**src/rtl/spi_counter_slave.sv**
```systemverilog
// SPI mode-0 slave receiving 2-byte counter frames ({2'b00,cnt[13:8]}, cnt[7:0]).
// Publishes the 14-bit counter and echoes the last received byte on miso.
module spi_counter_slave #(
  parameter int FRAME_TIMEOUT_CLKS = 100000
) (
  input  logic        clk,
  input  logic        reset,
  input  logic        sclk,
  input  logic        mosi,
  output logic        miso,
  input  logic        ss,
  output logic [13:0] o_counter,
  output logic        o_valid,
  output logic        o_frame_err
);

  localparam int TW = $clog2(FRAME_TIMEOUT_CLKS + 1);
  localparam logic [TW-1:0] TMAX = TW'(FRAME_TIMEOUT_CLKS);

  typedef enum logic [1:0] {
    WAIT_HIGH,
    WAIT_LOW,
    PUBLISH
  } state_t;

  state_t        state_q, state_d;
  logic [2:0]    sclk_sync_q, sclk_sync_d;
  logic [1:0]    mosi_sync_q, mosi_sync_d;
  logic [1:0]    ss_sync_q, ss_sync_d;
  logic [2:0]    bit_cnt_q, bit_cnt_d;
  logic [7:0]    rx_q, rx_d;
  logic [7:0]    tx_q, tx_d;
  logic [5:0]    hi_q, hi_d;
  logic [13:0]   cnt_q, cnt_d;
  logic [TW-1:0] to_q, to_d;
  logic          byte_done_q, byte_done_d;
  logic          shift_pend_q, shift_pend_d;
  logic          err_q, err_d;

  logic ss_hi, rise, fall, sclk_edge, to_active, to_hit;

  always_comb begin
    sclk_sync_d = {sclk_sync_q[1:0], sclk};
    mosi_sync_d = {mosi_sync_q[0], mosi};
    ss_sync_d   = {ss_sync_q[0], ss};

    ss_hi     = ss_sync_q[1];
    rise      = ~ss_hi & sclk_sync_q[1] & ~sclk_sync_q[2];
    fall      = ~ss_hi & ~sclk_sync_q[1] & sclk_sync_q[2];
    sclk_edge = rise | fall;
    to_active = (bit_cnt_q != 3'd0) || (state_q == WAIT_LOW);
    // A live sclk edge always beats the terminal count
    to_hit    = ~ss_hi & to_active & (to_q >= TMAX)
              & ~sclk_edge & ~byte_done_q;
  end

  always_comb begin
    state_d      = state_q;
    bit_cnt_d    = bit_cnt_q;
    rx_d         = rx_q;
    tx_d         = tx_q;
    hi_d         = hi_q;
    cnt_d        = cnt_q;
    to_d         = to_q;
    byte_done_d  = 1'b0;
    shift_pend_d = shift_pend_q;
    err_d        = 1'b0;

    if (ss_hi || sclk_edge || !to_active) begin
      to_d = '0;
    end else if (to_q != TMAX) begin
      to_d = to_q + TW'(1);
    end

    if (rise) begin
      rx_d         = {rx_q[6:0], mosi_sync_q[1]};
      bit_cnt_d    = bit_cnt_q + 3'd1;
      byte_done_d  = (bit_cnt_q == 3'd7);
      shift_pend_d = (bit_cnt_q != 3'd7);
    end

    if (fall && shift_pend_q) begin
      tx_d         = {tx_q[6:0], 1'b0};
      shift_pend_d = 1'b0;
    end

    if (byte_done_q) begin
      tx_d = rx_q;
    end

    unique case (state_q)
      WAIT_HIGH: begin
        if (byte_done_q) begin
          if (rx_q[7:6] == 2'b00) begin
            hi_d    = rx_q[5:0];
            state_d = WAIT_LOW;
          end else begin
            err_d = 1'b1;
          end
        end
      end
      WAIT_LOW: begin
        if (byte_done_q) begin
          cnt_d   = {hi_q, rx_q};
          state_d = PUBLISH;
        end
      end
      PUBLISH: state_d = WAIT_HIGH;
      default: state_d = WAIT_HIGH;
    endcase

    if (to_hit) begin
      bit_cnt_d    = 3'd0;
      rx_d         = 8'd0;
      shift_pend_d = 1'b0;
      state_d      = WAIT_HIGH;
      err_d        = (state_q != PUBLISH);
    end

    if (ss_hi) begin
      bit_cnt_d    = 3'd0;
      shift_pend_d = 1'b0;
      byte_done_d  = 1'b0;
      err_d        = 1'b0;
      cnt_d        = cnt_q;
      state_d      = WAIT_HIGH;
    end
  end

  always_ff @(posedge clk or posedge reset) begin
    if (reset) begin
      state_q      <= WAIT_HIGH;
      sclk_sync_q  <= '0;
      mosi_sync_q  <= '0;
      ss_sync_q    <= 2'b11;
      bit_cnt_q    <= '0;
      rx_q         <= '0;
      tx_q         <= '0;
      hi_q         <= '0;
      cnt_q        <= '0;
      to_q         <= '0;
      byte_done_q  <= 1'b0;
      shift_pend_q <= 1'b0;
      err_q        <= 1'b0;
    end else begin
      state_q      <= state_d;
      sclk_sync_q  <= sclk_sync_d;
      mosi_sync_q  <= mosi_sync_d;
      ss_sync_q    <= ss_sync_d;
      bit_cnt_q    <= bit_cnt_d;
      rx_q         <= rx_d;
      tx_q         <= tx_d;
      hi_q         <= hi_d;
      cnt_q        <= cnt_d;
      to_q         <= to_d;
      byte_done_q  <= byte_done_d;
      shift_pend_q <= shift_pend_d;
      err_q        <= err_d;
    end
  end

  assign miso        = ~ss_hi & tx_q[7];
  assign o_counter   = cnt_q;
  assign o_valid     = (state_q == PUBLISH);
  assign o_frame_err = err_q;

endmodule

```
**config.mk**
```make
export PLATFORM = sky130hd
export DESIGN_NAME = spi_counter_slave
export DESIGN_NICKNAME = d
export VERILOG_FILES = /design/src/rtl/spi_counter_slave.sv
export SDC_FILE = /design/constraint.sdc
export NUM_CORES = 1
export LEC_CHECK = 0
export ABC_AREA = 0
export ABC_CLOCK_PERIOD_IN_PS = 2390
export CORE_MARGIN = 5
export CORE_UTILIZATION = 35
export CTS_BUF_LIST = sky130_fd_sc_hd__clkbuf_8
export DETAILED_ROUTE_END_ITERATION = 8
export PLACE_DENSITY_LB_ADDON = 0.08
export RECOVER_POWER = 100
export SETUP_SLACK_MARGIN = 0.02
export SYNTH_ARGS = -nofsm -noshare
export SYNTH_HDL_FRONTEND = slang
export SYNTH_SLANG_ARGS = --single-unit
```
**constraint.sdc**
```tcl
create_clock -name clk -period 2.39 [get_ports clk]
set_input_delay 0.478 -clock clk [delete_from_list [all_inputs] [get_ports clk]]
set_output_delay 0.478 -clock clk [all_outputs]
set_load 0.01 [all_outputs]
```
Word-level counts from Yosys, hierarchy flattened. Index checks and enable logic that the tools add are counted.

Register bits: 68. Bits in latches: 0. RAM bits: 0. Memory bits (read-only): 0. Input port bits: 5. Word-level logic and storage cells: 82. Memories: 0.

Add/subtract/negate cells: 2. Multipliers: 0. Divide/modulo/power cells: 0. Magnitude comparators: 1. Eq/ne operators: 9. Shift-type cells: 0. Multiplexer cells: 26. Bitwise operators: 15. Reduce and logical (&&, ||, !) cells: 16.

Operators with widths (number): 2-to-1 mux 17 bit (2); 2-to-1 mux 8 bit (4); adder 17 x 1 -> 17 bit (second input constant) (1); greater-or-equal comparator 17 bit (second input constant) (1); != test 17 bit (second input constant) (1); != test 4 bit (second input constant) (3); 2-to-1 mux 1 bit (11); 2-to-1 mux 2 bit (5); AND 1 bit (9); 2-to-1 mux 3 bit (3); AND reduction 3 bit (3); nonzero test 2 bit (3); nonzero test 3 bit (2); inverter 1 bit (5); logical NOT 2 bit (2); case mux 2 bit (2 select lines) (1); nonzero test 4 bit (1); adder 3 x 1 -> 3 bit (second input constant) (1); equality test 3 bit (second input constant) (1); logical OR 1 bit (3); != test 3 bit (second input constant) (1); equality test 2 x 1 -> 1 bit (second input constant) (1); equality test 2 bit (second input constant) (1); != test 2 bit (second input constant) (1); other kinds (3) (3).

Logic depth before layout (Yosys ltp). Gate-level depths: netlist of run 1.

Depth in word-level cells: 9. Mapped depth: 7. Mapped depth without buffers: 6.

Least setup slack after synthesis of run 1. OpenSTA, ideal clock, no wires.

Path kind: reg2reg. Start: register bit_cnt_q[0]. End: register rx_q[0]. Library setup time: 121 ps. Data arrival time: 1333 ps. Required time: 2269 ps. Path slack: 936 ps. Cell stages (with the launch flop): 7. Path through: dfrtp_1 inv_1 ha_1 nor2b_1 a21oi_1 a31oi_4 a22o_1.

Word-level cells in the longest chain between the ends: 7. Elaborated cells on any way between the ends: 8. Classes of those cells: mux (1); bitwise (4); reduce/logical (3).

Ends and longest elaborated chain: start: declaration (line 30) `logic [2:0] bit_cnt_q, bit_cnt_d;`; start signal: assignment (line 150) `bit_cnt_q <= bit_cnt_d;`; nonzero test 3 bit * (line 51) `to_active = (bit_cnt_q != 3'd0) || (state_q == WAIT_LOW);`; logical OR 1 bit * (line 51); AND 1 bit * (2 in series) (line 53) `to_hit = ~ss_hi & to_active & (to_q >= TMAX)`; AND 1 bit * (2 in series) (line 54) `& ~sclk_edge & ~byte_done_q;`; 2-to-1 mux 8 bit / nonzero test 2 bit (equally long branches); end signal: assignment (line 151) `rx_q <= rx_d;`; end: declaration (line 31) `logic [7:0] rx_q, rx_d;`.

Mark *: on every way between the ends. The rest lies on a longest branch, timed or not. A chain may end at the register's enable or synchronous reset.

Worst setup path in the final report of run 1.
Start: register ss_sync_q[1]. End: output port miso.

Word-level cells in the longest chain between the ends: 2.

Ends and longest elaborated chain: start: declaration (line 29) `logic [1:0] ss_sync_q, ss_sync_d;`; start signal: assignment (line 149) `ss_sync_q <= ss_sync_d;`; inverter 1 bit (no line); AND 1 bit (line 162) `assign miso = ~ss_hi & tx_q[7];`; end: declaration (line 10) `output logic miso,`.

No other way between the ends.

==> results of run 1 <==
[final cells by class]
type,instances,area share (%)
tap,105,3.76
clock buffer,9,3.55
timing repair buffer,26,6.77
sequential,68,48.8
multi-input combinational,164,34.0
inverter,9,0.967
clock inverter,7,2.15
[registers in the layout, summed over array words and instances, names as in the netlist]
signal / count
byte_done_q: 1
state_q: 2
to_q: 17
mosi_sync_q: 2
shift_pend_q: 1
rx_q: 8
o_frame_err: 1
tx_q: 8
hi_q: 6
ss_sync_q: 2
o_counter: 14
sclk_sync_q: 3
bit_cnt_q: 3
[stage by stage]
| step | utilization [%] | area (um^2) | hold slack [ns] | total power, W |
|---|---|---|---|---|
| floorplan | - | 2990 | 0.331 | 0.00132 |
| global placement | 40.5 | 3340 | 0.342 | 0.00136 |
| detailed placement | 40.5 | 3340 | 0.342 | 0.00136 |
| CTS | 42.9 | 3540 | 0.359 | 0.00233 |
| global route | 42.3 | 3490 | 0.365 | 0.00238 |
| finish | 42.3 | 3490 | 0.354 | 0.00228 |
[logic make-up after synthesis]
family                   after synthesis  synth area share (%)
flip-flops                            68                  57.0
multiplexers                          28                  10.2
buffers and inverters                 18                  2.55
AO/OA/AOI/OAI                         33                  8.16
AND/OR/NAND/NOR                       85                  16.2
XOR/XNOR                              13                  3.81
adder cells (fa/ha/maj)                5                  2.09
[worst paths after layout]
path	cells past startpoint	startpoint	slack (ns)	endpoint
max in group asynchronous	3	reset	0.54	tx_q[7]$_DFFE_PP0P_
min	0	sclk_sync_q[0]$_DFF_PP0_	0.35	sclk_sync_q[1]$_DFF_PP0_
max	2	ss_sync_q[1]$_DFF_PP1_	0.22	miso
max reg2reg	5	byte_done_q$_DFF_PP0_	0.36	o_counter[9]$_DFFE_PP0P_
min in group asynchronous	2	reset	0.75	to_q[0]$_DFFE_PP0P_
min reg2reg	0	sclk_sync_q[0]$_DFF_PP0_	0.35	sclk_sync_q[1]$_DFF_PP0_
[metal layers]
layer	up-vias	global-route usage, %	wire length (um)	share of wire [%]
met5	-	0	0	0
li1	951	-	-	-
met2	30	19.4	2700	47
met3	10	2.53	171	3.0
met4	0	6.46	120	2.1
met1	986	16.0	2710	47
[power by group through the flow]
stage	Clock, W	Combinational (W)	Sequential [W]
6_report	0.000950	0.0000902	0.00124
5_1_grt	0.00103	0.000106	0.00125
4_1_cts	0.000992	0.000101	0.00124
3_5_place_dp	0	0.000101	0.00126
3_3_place_gp	0	0.000101	0.00126
2_1_floorplan	0	0.0000757	0.00124
[synthesized netlist by cell type (all sizes together)]
cell type	number	area share, %
nand2b	4	0.84
a22o	8	2.3
nand3	6	1.2
and2	1	0.21
o21ai	11	1.8
a31oi	2	0.92
mux2i	8	2.7
a21oi	6	1.0
mux2	20	7.5
nor4	5	1.3
nand2	13	1.6
o21bai	1	0.25
and3	3	0.80
dfrtp	66	55
dfstp	2	1.8
nor3b	1	0.25
xnor2	6	1.8
and4	2	0.67
clkbuf	4	0.50
nor4b	1	0.29
or3	3	0.63
o31ai	1	0.42
buf	5	0.92
o32ai	2	0.59
nor3	6	1.2
nor2b	3	0.63
a2111oi	1	0.50
inv	9	1.1
nand4	10	2.1
xor2	7	2.1
nor4bb	2	0.67
a211o	1	0.29
nor2	20	2.6
ha	5	2.1
nand3b	5	1.3
==> flow_summary.toml, run 1 <==
[status]
status = "completed"

[pwr]
power_frac_comb_pct = 4.0
leakage_nw = 1.55
p_seq_share_pct = 54.3
power.share.clock_pct = 41.7
power.density_mw_per_mm2 = 652
ir_worst_vdd_mv = 0.222
sw_frac_of_total_pct = 24.7
internal_power_w = 0.00172
switchingPower_w = 0.000562

[cts]
cts_tree = "built"
root_buffer = "clkbuf_8"
htree_levels = 3
cts_setup_buffers = 0
cts.repair.resized = 0
cts-buffers-inserted = 9
cts_sinks = 68
postCtsHoldBufs = 0
clock_latency_ns = 0.35
clock_path_buffers = 2
clk_pin_slew_worst_paths_ns = 0.07

[timing]
finalSetupTns_ns = 0
finalHoldViolations = 0
finalMaxSlewViolations = 0
slew_headroom_pct = 39.9
worst_slack_ns = 0.216
setup_viol = 0
rsz0062_at_grt = "no"
post-route-period-util_pct = 91.0
skew_ns = 0.0107
fmax_ghz = 0.460
fin_crit_ns = 2.17
max_slew.worst_pin.slew_ns = 0.901

[cells_and_area]
diodes = 0
fillCellCount = 807
nNetsFinal = 288
syn_to_final_growth_pct = 16.8
drive_above_1_share_pct = 16.3
layout_commonest_cell = "dfrtp_1"
multi_input_area_mm2 = 0.00119
fin_cells = 388
regArea_mm2 = 0.00170
final_cell_mix = "66 x dfrtp_1, 21 x dlygate4sd3_1, 20 x nor2_1, 20 x mux2_2, 13 x nand2_1"

[logic_synthesis]
synth_warnings = 0
avgSynthCellArea_um2 = 12.0
yosysSeqAreaShare_pct = 57.0
ys_types = 44
synth_area_mm2 = 0.00299
synthCells = 250
syn_nets = 260
synth_seq_cells = 68

[critical_path]
worstSetupEndpointType = "primary output"
cp.required_ns = 1.91
cp_slowest_stage_delay_ns = 0.68
slowest_stage = "dfstp_2"
crit_buf_inv = 1
cp.arrival_ns = 1.70
worst_setup_path_start_kind = "register"
path_cells = "nor2b_1 > dlygate4sd3_1"
worst-path-max-fanout = 15
critPathKind = "reg -> out"
cp_top_family = "flip-flops"

[global_routing]
grt_pass1_wl_mm = 9.96
grtUsageTotal_pct = 12.3
grt_pass1_vias = 2043
antenna_found_initial = 0
grt_max_degree = 40
grt-ovfl-total = 0

[die]
die_h_um = 102
die_area_mm2 = 0.0105
rows = 33
core_mm2 = 0.00826
die_w_um = 102
ioPinCount = 22
start_util_pct = 36.2

[worst_hold_path]
hp-class = "reg -> reg"

[routing]
vias_per_cell = 5.10
vias = 1977
drt_first_pass_iters = 4
drt_iter0_markers = 51
drcViolationCount = 0
drtAntennaViolNets = 0
wire_per_inst_um = 14.7
wirelength_mm = 5.70

[placement]
place_ws_ns = 0.589
globalplace.congestion = 0.775
dp_hpwl_mm = 3.93
portBuffers = 21
place_inst = 372

[run]
drv_cap = 0
No activity file was read; power rests on OpenSTA's default activity.
==> run 2, diff against run 1 <==
CORE_MARGIN = unset   (was 5)
==> run 2 against run 1 <==
Effect of this change:
- sequential share of layout area unchanged
- count of clock-buffer cells in the layout up 1
- sequential cell count unchanged
- wire length down 2.4%
- die area down 15%
- clock skew up 0.0025 ns
- power up 0.18%
- final area unchanged
- combinational power about the same
- register-to-register slack better by 0.09 ns
- clock power up 0.4%
==> flow_summary.toml, run 2 (synthesized netlist as in run 1, its figures left out) <==
[routing]
wirelength_mm = 5.57
drt_iter0_markers = 105
drt_first_pass_iters = 4
wire_per_inst_um = 14.3
drcViolationCount = 0
vias_per_cell = 4.99
vias = 1935
drtAntennaViolNets = 0

[cells_and_area]
syn_to_final_growth_pct = 16.8
largest_reg_flops = 17
nNetsFinal = 288
regMostFlops = "to_q"
layout_commonest_cell = "dfrtp_1"
diodes = 0
drive_above_1_share_pct = 15.9
final_cell_mix = "66 x dfrtp_1, 21 x dlygate4sd3_1, 20 x nor2_1, 20 x mux2_2, 13 x nand2_1"
post-route-util_pct = 42.3

[cts]
clock_path_buffers = 2
cts_setup_buffers = 0
cts_sinks = 68
clock_latency_ns = 0.35
cts.repair.resized = 0
clk_pin_slew_worst_paths_ns = 0.07
cts_tree = "built"
htree_levels = 3
postCtsHoldBufs = 0
root_buffer = "clkbuf_8"
cts-buffers-inserted = 9

[critical_path]
cp.required_ns = 1.91
worst_setup_path_start_kind = "register"
worstSetupEndpointType = "primary output"
worst-path-max-fanout = 15
cp.arrival_ns = 1.71
critPathKind = "reg -> out"
reg2reg_slack_ns = 0.45

[placement]
globalplace.congestion = 0.725
dp_hpwl_mm = 3.77
portBuffers = 21

[global_routing]
grt-ovfl-total = 0
grt_pass1_vias = 1879
grt_pass1_wl_mm = 9.37
antenna_found_initial = 0
grtUsageTotal_pct = 14.2
grt_max_degree = 56

[die]
die_h_um = 94.4
die_w_um = 94.4
die_area_mm2 = 0.00891
ioPinCount = 22
core_mm2 = 0.00826
rows = 33
start_util_pct = 36.2

[pwr]
ir_worst_vdd_mv = 0.306
leakage_nw = 1.55
power.density_mw_per_mm2 = 653

[timing]
fmax_ghz = 0.458
max_slew.worst_pin.slew_ns = 0.819
finalSetupTns_ns = 0
finalMaxSlewViolations = 0
rsz0062_at_grt = "no"
skew_ns = 0.0133
fin_crit_ns = 2.18
post-route-period-util_pct = 91.4
finalHoldViolations = 0
slew_headroom_pct = 45.2
setup_viol = 0

[status]
status = "completed"

[worst_hold_path]
hp-class = "reg -> reg"

[run]
drv_cap = 0
run 2: cell count changes in the layout (fill, tap and decap cells not counted):
| cell | change |
|---|---|
| clkbuf_8 | +1 |
| inv_6 | -2 |
| and4_4 | -1 |
| and4_1 | +1 |
| clkinvlp_4 | -1 |
| clkinv_2 | +1 |
| clkinv_4 | +1 |
run 2: layout make-up:
type,instances,area (um^2)
multi-input cells,164,1180
fillers,825,4770
inverters,9,33.8
clock buffers,10,138
flip-flops and latches,68,1700
well taps,105,131
clock inverters,6,63.8
repair buffers,26,236
run 2: path summary, 6_finish.rpt:
check | from | endpoint | depth (start not counted)
worst max-delay path | ss_sync_q[1]$_DFF_PP1_ | miso | 2
worst min-delay path | sclk_sync_q[0]$_DFF_PP0_ | sclk_sync_q[1]$_DFF_PP0_ | 0
worst max register to register | sclk_sync_q[2]$_DFF_PP0_ | rx_q[0]$_DFFE_PP0P_ | 4
worst min register to register | sclk_sync_q[0]$_DFF_PP0_ | sclk_sync_q[1]$_DFF_PP0_ | 0
max in group asynchronous | reset | sclk_sync_q[0]$_DFF_PP0_ | 3
min in group asynchronous | reset | to_q[0]$_DFFE_PP0P_ | 2
run 2: worst max-delay path, stage by stage, from the launching register on:
cell,delay [ns]
dfstp_2,0.69
nor2b_1,0.08
dlygate4sd3_1,0.60
run 2: per-stage QoR:
stage	hold slack (ns)	setup slack [ns]	power [W]	cell area, um^2	instances
finish	0.348	0.206	0.00228	3490	388
CTS	0.352	0.272	0.00232	3550	388
global route	0.355	0.149	0.00238	3490	388
floorplan	0.331	0.204	0.00132	2990	250
global placement	0.338	0.572	0.00136	3340	372
detailed placement	0.336	0.603	0.00136	3340	372
run 2: where the power goes:
part           switching, W  internal [W]   total, W
registers         0.0000478       0.00119    0.00124
logic             0.0000503     0.0000396  0.0000899
clock network      0.000446      0.000508   0.000954
run 2: routing by layer:
metal | share of wire (%) | track usage, % | wire length (um) | up-vias
met5 | 0 | 0 | 0 | -
met4 | 1.7 | 6.15 | 95 | 0
met3 | 2.8 | 4.35 | 155 | 9
met2 | 47 | 22.6 | 2640 | 26
met1 | 48 | 17.9 | 2680 | 943
li1 | - | - | - | 957
==> RTL edit: new RTL, config.mk and constraints of run 2 <==
Make the reset (`reset`) synchronous in one clocked block.
--- a/src/rtl/spi_counter_slave.sv
+++ b/src/rtl/spi_counter_slave.sv
@@ -127,7 +127,7 @@
     end
   end
 
-  always_ff @(posedge clk or posedge reset) begin
+  always_ff @(posedge clk) begin
     if (reset) begin
       state_q      <= WAIT_HIGH;
       sclk_sync_q  <= '0;
Formal check against the unedited RTL: same outputs for any inputs over 10 cycles, from zero or initial values and one cycle with reset high; that may be too few to reach the edited logic, so the function may still have changed.
==> RTL edit against run 2 <==
- worst setup slack improved by 0.16 ns
- first-iteration DRC count decreased by 65%
- sequential cell count is the same
- routed wire length is 5.3% higher
- synthesized area down 6.6%
- design area is 5.1% lower
- largest cell class unchanged
- highest routed layer unchanged
Power is not compared: it rests on default switching activity, and its combinational part moved more than twofold at a synthesized area within 25%.
==> RTL edit: results (changes against run 2) <==
stage;metric;value;unit;change
layout;share of layout cells above drive strength 1;11.9;%;-4.0 points
layout;Logic inverters;8;;-1
setup_path;critical path's largest stage delay;0.55;ns;-0.14 ns
layout;FFs & Latches;68;;unchanged
yosys;Synth Area in Adders;2.24;%;+0.15 points
global_route;first-pass GRT wire length;10100;um;+8.3%
yosys;mux contribution to synthesized area;8.92;%;-1.3 points
global_route;met2 Usage GRT;24.9;%;+2.3 points
timing;hold_ws;0.410;ns;+0.0619 ns
yosys;Post-Synth XOR/XNOR Area;3.77;%;-0.044 points
setup_path;crit-path max FO;17;;+2
global_route;met1 usage;19.5;%;+1.6 points
timing;clk_skew;0.0106;ns;-0.00273 ns
placed_design;placer congestion estimate;0.745;;+2.8%
setup_path;crit path launch;reset;;
status;run status;completed;;
layout;non-clock buffer count;29;;+12%
global_route;total track usage;15.5;%;+1.3 points
layout;multi-input combinational cell area;0.00133;mm^2;+12%
layout;sequential share of cell area;41.1;%;-7.7 points
hold_path;Hold Crit Start;ss_sync_q[0];;
yosys;syn_nets;315;;+21%
route;met3 wire len;183;um;+18%
layout;Final Util;42.9;%;+0.62 points
setup_path;r2r setup slk;0.38;ns;-0.07 ns
global_route;met3 Use GR;5.61;%;+1.3 points
yosys;Synth Area in Compound Gates;8.25;%;+0.085 points
[RTL edit: changes by cell type after synthesis, moves of 5 or more]
cell      change
a22o_1        -7
mux2i_1       +9
nor2_1        +5
nor3_1        +8
nand4_1       -5
clkbuf_1      +9
nand2_1      +31
dfxtp_1      +68
o21ai_0       -5
mux2_2       -13
nand3_1       +6
a21oi_1      +21
dfrtp_1      -66
nor2b_1       +5
[RTL edit: through the flow]
step / std cells / total power, W / setup WS (ns)
after floorplan: 305 / 0.00118 / 0.540
after global placement: 421 / 0.00120 / 0.282
after detailed placement: 421 / 0.00120 / 0.272
after global routing: 437 / 0.00221 / 0.229
after CTS: 437 / 0.00216 / 0.391
final: 437 / 0.00213 / 0.365
[RTL edit: how the worst max path moves through the flow]
stage                          end
after floorplan            rx_q[6]
after global placement    to_q[13]
after detailed placement  to_q[13]
after CTS                  o_valid
after global routing      to_q[14]
final                     to_q[13]
